File: config.mk
export PLATFORM = sky130hd
export DESIGN_NAME = bcd_countdown_timer
export DESIGN_NICKNAME = d
export VERILOG_FILES = /design/src/rtl/bcd_countdown_timer.sv
export SDC_FILE = /design/constraint.sdc
export NUM_CORES = 1
export LEC_CHECK = 0
export CORE_ASPECT_RATIO = 0.6
export CORE_UTILIZATION = 35
export DETAILED_ROUTE_END_ITERATION = 7
export SETUP_SLACK_MARGIN = 0.1
export SLEW_MARGIN = 20
export SYNTH_ARGS = -nofsm -noshare
export SYNTH_HDL_FRONTEND = slang
export SYNTH_SLANG_ARGS = --single-unit
File: constraint.sdc
create_clock -name clk -period 2.85 [get_ports clk]
set_clock_uncertainty 0.2 [all_clocks]
set_input_delay 0.57 -clock clk [delete_from_list [all_inputs] [get_ports clk]]
set_output_delay 0.57 -clock clk [all_outputs]
set_load 0.02 [all_outputs]
File: src/rtl/bcd_countdown_timer.sv
// bcd_countdown_timer
//   Multi-digit BCD down-counter paced by an internal prescaler. It is loaded
//   with a BCD value. While running it steps down one unit every PRESCALE
//   clocks, and it flags completion when the count reaches zero. It is intended
//   as a countdown source for the 7-segment display multiplexer.
//
// Parameters
//   DIGITS    number of BCD digits (count width = 4*DIGITS)
//   PRESCALE  clocks per decrement step (>=1)
//
// Ports
//   clk        in   rising-edge clock
//   reset_n    in   asynchronous reset, active-low
//   load       in   load bcd_load (nibbles >9 saturate to 9); highest priority
//   bcd_load   in   value to load, digit 0 in bits [3:0]
//   start      in   start/resume counting from IDLE when count != 0
//   pause      in   RUN -> IDLE, prescaler phase kept
//   bcd_count  out  current count (registered)
//   running    out  1 while in RUN
//   done       out  1-cycle pulse on the step that reaches zero
//   zero       out  bcd_count == 0
//
// Configuration
//   BCD_COUNTDOWN_AUTO_RELOAD_EN: when defined, reaching zero reloads the last
//   loaded value and keeps running (a reload value of zero stops as normal).

module bcd_countdown_timer #(
  parameter int unsigned DIGITS   = 3,
  parameter int unsigned PRESCALE = 4
) (
  input  logic                clk,
  input  logic                reset_n,
  input  logic                load,
  input  logic [4*DIGITS-1:0] bcd_load,
  input  logic                start,
  input  logic                pause,
  output logic [4*DIGITS-1:0] bcd_count,
  output logic                running,
  output logic                done,
  output logic                zero
);

  localparam int unsigned W  = 4 * DIGITS;
  localparam int unsigned PW = (PRESCALE > 1) ? $clog2(PRESCALE) : 1;
  localparam logic [PW-1:0] PresLast = PW'(PRESCALE - 1);

  typedef enum logic [1:0] {StIdle, StRun, StDone} state_e;

  state_e          r_state, w_state_next;
  logic [W-1:0]    r_count, w_count_next;
  logic [PW-1:0]   r_pres, w_pres_next;
  logic            r_done, w_done_next;
  logic [W-1:0]    w_load_sat;
  logic [W-1:0]    w_dec;
  logic [W-1:0]    w_reload_val;
  logic            w_reload_en;

  // Clamp each loaded nibble into the BCD range.
  always_comb begin
    w_load_sat = '0;
    for (int i = 0; i < DIGITS; i++) begin
      w_load_sat[4*i +: 4] = (bcd_load[4*i +: 4] > 4'd9) ? 4'd9 : bcd_load[4*i +: 4];
    end
  end

  // Ripple-borrow decrement: a zero digit with an incoming borrow becomes 9
  // and passes the borrow on; any other digit absorbs it.
  always_comb begin : p_dec
    logic borrow;
    borrow = 1'b1;
    w_dec  = r_count;
    for (int i = 0; i < DIGITS; i++) begin
      if (borrow) begin
        if (r_count[4*i +: 4] == 4'd0) begin
          w_dec[4*i +: 4] = 4'd9;
        end else begin
          w_dec[4*i +: 4] = r_count[4*i +: 4] - 4'd1;
          borrow          = 1'b0;
        end
      end
    end
  end

`ifdef BCD_COUNTDOWN_AUTO_RELOAD_EN
  logic [W-1:0] r_reload;

  always_ff @(posedge clk or negedge reset_n) begin
    if (!reset_n) begin
      r_reload <= '0;
    end else if (load) begin
      r_reload <= w_load_sat;
    end
  end

  assign w_reload_val = r_reload;
  assign w_reload_en  = (r_reload != '0);
`else
  assign w_reload_val = '0;
  assign w_reload_en  = 1'b0;
`endif

  always_comb begin
    w_state_next = r_state;
    w_count_next = r_count;
    w_pres_next  = r_pres;
    w_done_next  = 1'b0;
    if (load) begin
      w_count_next = w_load_sat;
      w_pres_next  = '0;
      w_state_next = StIdle;
    end else if (pause) begin
      // Prescaler is left untouched so a resume finishes the partial interval.
      if (r_state == StRun) begin
        w_state_next = StIdle;
      end
    end else if (start && (r_state == StIdle)) begin
      if (r_count != '0) begin
        w_state_next = StRun;
      end
    end else if (r_state == StRun) begin
      if (r_pres == PresLast) begin
        w_pres_next = '0;
        if (w_dec == '0) begin
          w_done_next = 1'b1;
          if (w_reload_en) begin
            w_count_next = w_reload_val;
          end else begin
            w_count_next = w_dec;
            w_state_next = StDone;
          end
        end else begin
          w_count_next = w_dec;
        end
      end else begin
        w_pres_next = r_pres + 1'b1;
      end
    end
  end

  always_ff @(posedge clk or negedge reset_n) begin
    if (!reset_n) begin
      r_state <= StIdle;
      r_count <= '0;
      r_pres  <= '0;
      r_done  <= 1'b0;
    end else begin
      r_state <= w_state_next;
      r_count <= w_count_next;
      r_pres  <= w_pres_next;
      r_done  <= w_done_next;
    end
  end

  assign bcd_count = r_count;
  assign running   = (r_state == StRun);
  assign done      = r_done;
  assign zero      = (r_count == '0);

endmodule

==> results of run 1 <==
## Yosys cell counts, types with 2 or more instances
| cell | number | area share |
|---|---|---|
| a21oi_1 | 5 | 0.025 |
| a311o_1 | 2 | 0.020 |
| a31oi_1 | 2 | 0.012 |
| and3_2 | 2 | 0.015 |
| clkbuf_1 | 2 | 0.0074 |
| dfrtp_1 | 17 | 0.42 |
| inv_1 | 3 | 0.011 |
| mux2i_1 | 3 | 0.030 |
| nand2_1 | 8 | 0.030 |
| nand2b_1 | 2 | 0.012 |
| nand4_1 | 5 | 0.031 |
| nand4b_1 | 2 | 0.017 |
| nor2_1 | 8 | 0.030 |
| nor2b_1 | 6 | 0.037 |
| nor3_1 | 6 | 0.030 |
| nor4_1 | 2 | 0.012 |
| o21a_1 | 4 | 0.030 |
| o21ai_0 | 10 | 0.050 |
| xnor2_1 | 3 | 0.026 |
| xor2_1 | 2 | 0.017 |
## worst max path at each step
stage	start	to	slack [ns]
global placement	bcd_count[6]$_DFFE_PN0P_	zero	0.22
floorplan	bcd_count[6]$_DFFE_PN0P_	zero	0.75
detailed placement	bcd_count[6]$_DFFE_PN0P_	zero	0.20
CTS	bcd_count[6]$_DFFE_PN0P_	zero	0.28
finish	bcd_count[6]$_DFFE_PN0P_	zero	0.31
global route	bcd_count[6]$_DFFE_PN0P_	zero	0.17
## registers in the layout (all words and copies together) (netlist names)
| signal | flops |
|---|---|
| bcd_count | 12 |
| r_state | 2 |
| r_pres | 2 |
| done | 1 |
## worst max-delay path, stage by stage (launching register included)
cell	delay [ns]
dfrtp_1	0.46
nor4_4	0.33
and2_1	0.21
and3_2	0.18
dlygate4sd2_1	0.33
## layout by cell type, fill, tap and decap left out, drive strengths merged, types with 4 or more instances in the layout
master and instances:
nor2 9, dfrtp 17, clkbuf 4, o21a 4, a21oi 5, buf 4
nand4 5, nor3 6, nor2b 6, clkdlybuf4s50 30, nand2 8, o21ai 10
## stage by stage
step / total power, W / instances / cell area (um2) / setup WS [ns] / utilization
2_1_floorplan: 0.000355 / 110 / 1010 / 0.746 / -
3_3_place_gp: 0.000437 / 174 / 1380 / 0.224 / 0.525
3_5_place_dp: 0.000437 / 174 / 1380 / 0.197 / 0.525
4_1_cts: 0.000629 / 178 / 1440 / 0.275 / 0.547
5_1_grt: 0.000656 / 178 / 1440 / 0.169 / 0.547
6_report: 0.000618 / 178 / 1440 / 0.305 / 0.547
## cell type report
| class | instances | area share |
|---|---|---|
| flip-flops and latches | 17 | 0.296 |
| well taps | 32 | 0.0279 |
| clock buffers | 4 | 0.0313 |
| repair buffers | 35 | 0.236 |
| multi-input cells | 87 | 0.401 |
| inverters | 3 | 0.00783 |
## per-layer routing
metal,up-vias,track usage
met5,-,0
met4,0,0.0920
met3,6,0.0605
met2,27,0.259
met1,434,0.255
li1,481,-
## where the power goes
part           switching [W]  total (W)  leakage (nW)  internal, W
Sequential         0.0000292   0.000287         0.214     0.000258
Combinational      0.0000702   0.000149         0.320    0.0000787
Clock              0.0000820   0.000181        0.0228    0.0000994
Total               0.000181   0.000618         0.556     0.000436
## cell families after synthesis
kind of cell / Yosys count / share of synthesized area
AOI/OAI and AO/OA: 27 / 0.168
adders and majority gates: 1 / 0.0124
xor gates and xnor gates: 5 / 0.0433
and+or+nand+nor: 51 / 0.302
buffers and inverters: 6 / 0.0235
DFF: 17 / 0.421
muxes: 3 / 0.0297
==> summary.txt, run 1 <==
Floorplanning
  – Effective utilization at floorplan: 0.385
  – Die width: just over 70 um
  – Die area: just over 3000 um2
  – FP Rows: 14
  – I/O Pins: 32
  – Core Region: approximately 2600 um2
  – Vert. Die Dim: between 40 and 50 um

Critical path
  – Critical path fanouts, max: 7
  – CP Launch Type: register
  – Critical R2R Launch: r_pres[0]$_DFFE_PN0P_
  – Critical Path RT: between 2 and 2.5 ns
  – R2r setup slk: between 0.8 and 0.9 ns
  – Critical path data arrival time: roughly 1.8 ns
  – Critical Path Sink Type: primary output
  – Worst reg2reg path depth: 5
  – CP Class: reg2out
  – Reg-to-reg endpoint: bcd_count[5]$_DFFE_PN0P_

Final layout
  – # nets final: between 150 and 200
  – Fill cells: roughly 250
  – Ant. Diodes: 0
  – Sequential standard cell area: about 430 um2
  – Area occupied by multi-input gates: 577 um2
  – Syn-to-layout area delta: 42.2%
  – Share of layout cells above drive strength 1: 0.0890

Route
  – Via density: around 5.3
  – Post-route DRC violation count: 2
  – Met2 wire length: a little under 1 mm
  – Met1 wire length: 1.31 mm
  – Via count: 948
  – Wire per inst: 14.0 um
  – Detailed Route Iter0 Violations: roughly 90
  – Wirelength, routed: roughly 2.5 mm
  – Met3 WL: between 150 and 200 um
  – Routed Antenna Nets: 0
  – Top Layer Used: met4
  – 1st-pass router iterations: 6

Timing
  – Part of the cycle the worst path needs: 0.893
  – Hold slack: around 0.34 ns
  – Post-route setup TNS: 0 ns
  – Least-Margin Pin Slew: roughly 0.78 ns
  – Max Slew Vio Count: 0
  – Final min period: between 2 and 3 ns
  – Upper clock frequency limit: approximately 390 MHz
  – Setup violations, final: 0
  – RSZ-0062 raised after global routing: no
  – Max transition margin: 0.477
  – Final Hold Violating Endpoints: 0

Logic synthesis
  – Sequential cell area fraction in the yosys report: 0.421
  – Synthesized Nets: about 130
  – Post-Syn Instances: between 100 and 150
  – Ys async rst share: 1.00
  – Avg Inst Size Synth: slightly above 9 um2
  – Synthesized flop and latch total: 17
  – Number of synthesized flops with an enable pin: 0
  – Mapped Area: 1010 um2
  – Post-synth cell types: 36
  – Synth warnings: 0
  – Main synth FF type: dfrtp_1

Placed design
  – Input/output buffers: 31
  – DP HPWL: roughly 1.9 mm
  – Gp weighted congestion: a little over 0.8

Clock tree
  – Hold Buf Count CTS: 0
  – Worst-case clock buffer depth: 2
  – Clk slew on worst S/H paths: approximately 0.070 ns
  – CTS resizes: 3
  – Setup Fix Bufs, Post-CTS: 0
  – CTS H-Tree Depth: 1
  – Clk_lat worst skew: between 0.2 and 0.3 ns
  – CTS tree: built
  – CTS root buffer: clkbuf_8
  – Sink Count: 17
  – CTS Buf Count: 3

GRT
  – Grt total ovfl: 0
  – Initial antenna violation count: 0
  – Number of global-route vias before repair: 890
  – First-pass GRT wire length: roughly 4.2 mm
  – Largest net degree at the start of global routing: 18
  – Aggregate global-route resource usage: 0.184

Worst hold path
  – Worst min path class: reg2reg
  – Hold path endpoint: r_pres[1]$_DFFE_PN0P_
  – Hold path startpoint: r_pres[1]$_DFFE_PN0P_
  – Hold-critical path depth: 2

Pwr
  – P per Cell Area: roughly 430 nW/um2
  – VDD IR max: roughly 0.24 mV
  – Lkg Pwr: 0.556 nW

Status
  – Failing checks: design-rule violations
  – Status: finished with violations

Run
  – Total of max-cap violations: 0
(Power assumes the default switching activity.)
==> run 2: changes to the inputs <==
--- a/config.mk
+++ b/config.mk
@@ -5,6 +5,7 @@
 export SDC_FILE = /design/constraint.sdc
 export NUM_CORES = 1
 export LEC_CHECK = 0
+export ABC_AREA = 1
 export CORE_ASPECT_RATIO = 0.6
 export CORE_UTILIZATION = 35
 export DETAILED_ROUTE_END_ITERATION = 7
==> summary.txt, run 2 <==
Status
  – Status: complete, no violations

Critical path
  – R2r setup slk: between 0.9 and 1 ns
  – Critical Path RT: roughly 2.1 ns
  – CP max stage delay: approximately 0.4 ns
  – Critical path data arrival time: about 1.7 ns
  – Worst path slowest cell: dfrtp_1
  – Worst reg2reg path depth: 12
  – Critical R2R Launch: bcd_count[4]$_DFFE_PN0P_
  – CP Class: reg2out
  – Top cell by count, worst path: nand2_1
  – Critical Path Sink Type: primary output
  – Critical Path Start: bcd_count[4]$_DFFE_PN0P_
  – Critical path fanouts, max: 6
  – CP endpoint: zero
  – CP Launch Type: register
  – Reg-to-reg endpoint: r_state[1]$_DFFE_PN0P_
  – CP cell instances: nor2_1 > nand2_1 > nor2_8 > nand2_1 > inv_1 > dlygate4sd2_1

Logic synthesis
  – Post-Synth Simple-Gate Area: 0.329
  – Synthesized Nets: 186
  – Synthesized flop and latch total: 17
  – Synth warnings: 0
  – Mux share of post-synthesis cell area: 0
  – Largest family of logic cells by synthesized area: simple AND/OR/NAND/NOR gates
  – Commonest cells in the synthesized netlist: nand2_1, inv_1, dfrtp_1, nor2_1, nand3_1
  – Adder-Cell Fraction of Synth Area: 0.0106
  – Avg Inst Size Synth: roughly 7.0 um2
  – Dominant cell type by area after synthesis: dfrtp_1
  – Top cells by area, synth: dfrtp_1, nand2_1, inv_1
  – Fraction of the mapped netlist area in compound gates: 0.198
  – Post-Syn Instances: approximately 170
  – Post-synth top area share: 0.360
  – Most numerous cell in the Yosys netlist: nand2_1
  – Sequential cell area fraction in the yosys report: 0.360
  – Main synth FF type: dfrtp_1
  – Post-synth cell types: 31
  – Number of synthesized flops with an enable pin: 0
  – XOR/XNOR Fraction of Synth Area: 0
  – Ys async rst share: 1.00
  – Mapped Area: 1180 um2

Worst hold path
  – Hold-critical path depth: 2
  – Worst min path class: reg2reg

Pwr
  – Seq pwr share: 0.387
  – Net Sw Frac: 0.376
  – Clock Power Share: 0.237
  – VDD IR max: around 0.3 mV
  – P per Cell Area: 496 nW/um2
  – Switch Pwr: 0.000300 W
  – Lkg Pwr: between 0.7 and 0.8 nW
  – Comb pwr share: 0.376
  – Pint: around 0.0005 W

Floorplanning
  – I/O Pins: 32
  – Effective utilization at floorplan: 0.389
  – Die width: around 77 um
  – Vert. Die Dim: approximately 47 um
  – Die area: 3620 um2
  – Core Region: about 3000 um2
  – FP Rows: 15

Placed design
  – Input/output buffers: 31
  – DP HPWL: 2.47 mm
  – Dpl cell area: 1560 um2
  – Dpl ws: around 0.36 ns
  – Placed Instances: between 200 and 250
  – Gp weighted congestion: just under 0.9

Final layout
  – Layout Cells excl Fill: around 250
  – Share of layout cells above drive strength 1: 0.103
  – Syn-to-layout area delta: 36.1%
  – # nets final: between 200 and 250
  – Fin area: between 1500 and 2000 um2
  – Commonest non-fill, non-tap cell in the layout: nand2_1
  – Most frequent cells in the layout: nand2_1, clkdlybuf4s50_1, inv_1, nor2_1, dfrtp_1
  – Ant. Diodes: 0
  – Max FFs per register: 12

GRT
  – Aggregate global-route resource usage: 0.193
  – Initial antenna violation count: 0
  – Largest net degree at the start of global routing: 18
  – Number of global-route vias before repair: 1105
  – First-pass GRT wire length: a little over 5 mm
  – Grt total ovfl: 0

Timing
  – Max transition margin: 0.789
  – Part of the cycle the worst path needs: 0.863
  – Post-route setup TNS: 0 ns
  – Upper clock frequency limit: slightly above 400 MHz
  – Max Slew Vio Count: 0
  – RSZ-0062 raised after global routing: no
  – Final Hold Violating Endpoints: 0
  – Least-Margin Pin Slew: around 0.31 ns
  – Final min period: ~2.5 ns
  – Setup violations, final: 0
  – Setup ws final: about 0.4 ns

Clock tree
  – Clk_lat worst skew: about 0.25 ns
  – Worst-case clock buffer depth: 2
  – Clk slew on worst S/H paths: approximately 0.070 ns
  – CTS root buffer: clkbuf_8
  – CTS Buf Count: 3
  – Setup Fix Bufs, Post-CTS: 0
  – Hold Buf Count CTS: 0
  – Sink Count: 17
  – CTS H-Tree Depth: 1
  – CTS tree: built

Route
  – Met2 wire length: approximately 1.3 mm
  – Via count: 1238
  – Wire per inst: 13.1 um
  – 1st-pass router iterations: 4
  – Met3 WL: between 200 and 250 um
  – Routed Antenna Nets: 0
  – Top Layer Used: met4
  – Via density: 5.05
  – Detailed Route Iter0 Violations: 113
  – Met1 wire length: roughly 1.6 mm
  – Wirelength, routed: approximately 3.2 mm
  – Post-route DRC violation count: 0

Run
  – Total of max-cap violations: 0
## run 2: cell count changes after synthesis, moves of 3 or more
cell,delta
inv_1,+25
mux2i_1,-3
nand2_1,+25
nand2_2,+3
nand3_1,+10
nand4_1,-4
nor2_1,+9
nor2_2,+3
nor2b_1,-6
o21a_1,-4
o21ai_1,+8
xnor2_1,-3
## run 2: worst min path at each step
stage                                           to                    from  slack (ns)
after global placement       r_pres[0]$_DFFE_PN0P_   r_pres[0]$_DFFE_PN0P_        0.29
after CTS                   r_state[0]$_DFFE_PN0P_  r_state[0]$_DFFE_PN0P_        0.30
after global routing        r_state[0]$_DFFE_PN0P_  r_state[0]$_DFFE_PN0P_        0.32
final                       r_state[0]$_DFFE_PN0P_  r_state[0]$_DFFE_PN0P_        0.31
after detailed placement    r_state[0]$_DFFE_PN0P_  r_state[0]$_DFFE_PN0P_        0.28
after floorplan           bcd_count[0]$_DFFE_PN0P_                 reset_n        0.07
## run 2: area by class of cell
class	count	area (um2)
Clock buffer	4	45.0
Inverter	29	109
Sequential cell	17	425
Fill cell	305	1430
Tap cell	42	52.6
Timing Repair Buffer	34	332
Multi-Input combinational cell	119	646
## run 2: power groups by stage
stage               Sequential [W]  Combinational, W  Clock, W
floorplan                 0.000334          0.000147         0
global placement          0.000306          0.000296         0
detailed placement        0.000309          0.000296         0
CTS                       0.000309          0.000300  0.000193
global route              0.000314          0.000332  0.000198
finish                    0.000309          0.000300  0.000189
## run 2: routing by layer
| metal | GRT usage | vias up |
|---|---|---|
| met5 | 0 | - |
| met4 | 0.0679 | 0 |
| met3 | 0.0485 | 5 |
| met2 | 0.288 | 45 |
| met1 | 0.277 | 564 |
| li1 | - | 624 |
## run 2: cells by family after synthesis
| group | count (synthesis) |
|---|---|
| AO/OA/AOI/OAI | 38 |
| adder cells (fa/ha/maj) | 1 |
| buffers and inverters | 32 |
| flip-flops | 17 |
| AND/OR/NAND/NOR | 80 |
## run 2: timing repair
| item | 4_1_cts | 5_1_grt |
|---|---|---|
| endpoints found under the setup margin | 1 | 0 |
| endpoints found under the hold margin | 0 | 0 |
| gates resized for setup | 3 | 0 |
## run 2: worst max-delay path, delay by kind of cell, from the launching register on
| kind | cells | cell delay, ns |
|---|---|---|
| buf+inv | 2 | 0.41 |
| flops | 1 | 0.41 |
| simple gates | 4 | 0.60 |
## run 2: metrics by stage
step	hold WS, ns	utilization	power (W)
after floorplan	0.0744	-	0.000481
after global placement	0.292	0.512	0.000602
after detailed placement	0.282	0.512	0.000606
after CTS	0.298	0.529	0.000802
after global routing	0.317	0.529	0.000844
final	0.306	0.529	0.000798
==> run 3: changes to the inputs <==
==> constraint.sdc (replaced) <==
create_clock -name clk -period 3 [get_ports clk]
set_clock_uncertainty 0.2 [all_clocks]
set_input_delay 0.6 -clock clk [delete_from_list [all_inputs] [get_ports clk]]
set_output_delay 0.6 -clock clk [all_outputs]
set_load 0.02 [all_outputs]
==> summary.txt, run 3 (synthesized netlist as in run 2, its figures left out) <==
Floorplanning
  – Effective utilization at floorplan: 0.389
  – Die width: 77.0 um
  – Vert. Die Dim: approximately 47 um
  – FP Rows: 15
  – Die area: ~3600 um2
  – Core Region: a little over 3000 um2
  – I/O Pins: 32

Timing
  – RSZ-0062 raised after global routing: no
  – Final min period: roughly 2.4 ns
  – Part of the cycle the worst path needs: 0.792
  – Final Hold Violating Endpoints: 0
  – Max Slew Vio Count: 0
  – Post-route setup TNS: 0 ns
  – Setup violations, final: 0
  – Least-Margin Pin Slew: around 0.76 ns
  – Max transition margin: 0.492
  – Setup ws final: ~0.63 ns
  – Upper clock frequency limit: between 400 and 500 MHz

Route
  – Post-route DRC violation count: 0
  – 1st-pass router iterations: 4
  – Wire per inst: between 10 and 15 um
  – Via density: 4.88
  – Wirelength, routed: 3.04 mm
  – Detailed Route Iter0 Violations: between 90 and 100
  – Via count: between 1000 and 1500
  – Routed Antenna Nets: 0

Final layout
  – Most frequent cells in the layout: nand2_1, clkdlybuf4s50_1, inv_1, nor2_1, dfrtp_1
  – Syn-to-layout area delta: 35.8%
  – Share of layout cells above drive strength 1: 0.0990
  – Commonest non-fill, non-tap cell in the layout: nand2_1
  – Ant. Diodes: 0
  – Layout Cells excl Fill: roughly 240
  – Fill cells: approximately 300
  – # nets final: around 220
  – Max FFs per register: 12

Critical path
  – Critical path fanouts, max: 6
  – Worst path slowest cell: dfrtp_1
  – CP Launch Type: register
  – CP max stage delay: 0.41 ns
  – Crit path max-delay family: simple AND/OR/NAND/NOR gates
  – Critical R2R Launch: bcd_count[4]$_DFFE_PN0P_
  – CP cell instances: nor2_1 > nand2_1 > nor2_8 > nand2_1 > inv_1 > dlymetal6s2s_1
  – Critical Path Sink Type: primary output
  – CP Class: reg2out
  – Worst reg2reg path depth: 12
  – Bufs and invs on worst path: 2
  – Reg-to-reg endpoint: r_state[0]$_DFFE_PN0P_
  – R2r setup slk: 1.11 ns
  – Top cell by count, worst path: nand2_1
  – Critical path data arrival time: between 1.5 and 2 ns
  – Critical Path RT: 2.20 ns

Placed design
  – Placed Instances: 240
  – DP HPWL: ~2.4 mm
  – Dpl ws: 0.490 ns
  – Gp weighted congestion: between 0.8 and 0.9
  – Input/output buffers: 31

GRT
  – First-pass GRT wire length: between 5 and 6 mm
  – Grt total ovfl: 0
  – Aggregate global-route resource usage: 0.191
  – Number of global-route vias before repair: 1092
  – Largest net degree at the start of global routing: 18
  – Initial antenna violation count: 0

Clock tree
  – CTS root buffer: clkbuf_8
  – Clk slew on worst S/H paths: 0.06 ns
  – Clk_lat worst skew: approximately 0.25 ns
  – Hold Buf Count CTS: 0
  – CTS Buf Count: 3
  – CTS tree: built
  – Worst-case clock buffer depth: 2
  – CTS H-Tree Depth: 1
  – Sink Count: 17

Pwr
  – VDD IR max: 0.238 mV
  – Lkg Pwr: around 0.78 nW
  – P per Cell Area: roughly 470 nW/um2

Status
  – Status: complete, no violations

Run
  – Total of max-cap violations: 0

Worst hold path
  – Hold path startpoint: r_pres[0]$_DFFE_PN0P_
  – Hold path endpoint: r_pres[0]$_DFFE_PN0P_
  – Worst min path class: reg2reg
  – Hold-critical path depth: 1
==> run 3: per-stage QoR <==
step / utilization / instance area, um2 / hold WS [ns] / power (W)
floorplan: - / 1180 / 0.104 / 0.000457
global placement: 0.509 / 1550 / 0.292 / 0.000571
detailed placement: 0.509 / 1550 / 0.294 / 0.000573
CTS: 0.524 / 1590 / 0.308 / 0.000751
global route: 0.528 / 1610 / 0.353 / 0.000802
finish: 0.528 / 1610 / 0.306 / 0.000748
==> run 3: how the worst max path moves through the flow <==
stage / from / end / slack [ns] / cells past startpoint
detailed placement: bcd_count[1]$_DFFE_PN0P_ / zero / 0.49 / 6
CTS: bcd_count[1]$_DFFE_PN0P_ / zero / 0.21 / 6
global placement: bcd_count[3]$_DFFE_PN0P_ / zero / 0.53 / 6
global route: bcd_count[4]$_DFFE_PN0P_ / zero / 0.47 / 6
floorplan: bcd_count[3]$_DFFE_PN0P_ / zero / 1.00 / 5
finish: bcd_count[4]$_DFFE_PN0P_ / zero / 0.63 / 6
==> run 3: layout make-up <==
| cell class | instances | area (um2) | share of cell area |
|---|---|---|---|
| well taps | 42 | 52.6 | 0.0327 |
| clock buffers | 4 | 45.0 | 0.0281 |
| inverters | 29 | 109 | 0.0678 |
| flip-flops and latches | 17 | 425 | 0.265 |
| repair buffers | 33 | 328 | 0.204 |
| multi-input cells | 119 | 646 | 0.402 |
==> run 3: timing repair <==
action / CTS / global route
resized for setup: 0 / 3
buffers inserted: 0 / 0
endpoints found under the setup margin: 0 / 1
==> run 3: metal layers <==
metal	wire (um)	vias to the layer above	GRT usage
met3	239	2	0.0505
met4	12	0	0.0340
met1	1580	524	0.279
li1	-	621	-
met2	1210	44	0.288
met5	0	-	0
==> run 3: power breakdown <==
group | total [W] | leakage [nW] | internal, W | switching (W)
Combinational | 0.000281 | 0.541 | 0.000120 | 0.000161
Clock | 0.000173 | 0.0228 | 0.0000943 | 0.0000786
Sequential | 0.000294 | 0.213 | 0.000258 | 0.0000358
Total | 0.000748 | 0.777 | 0.000472 | 0.000275
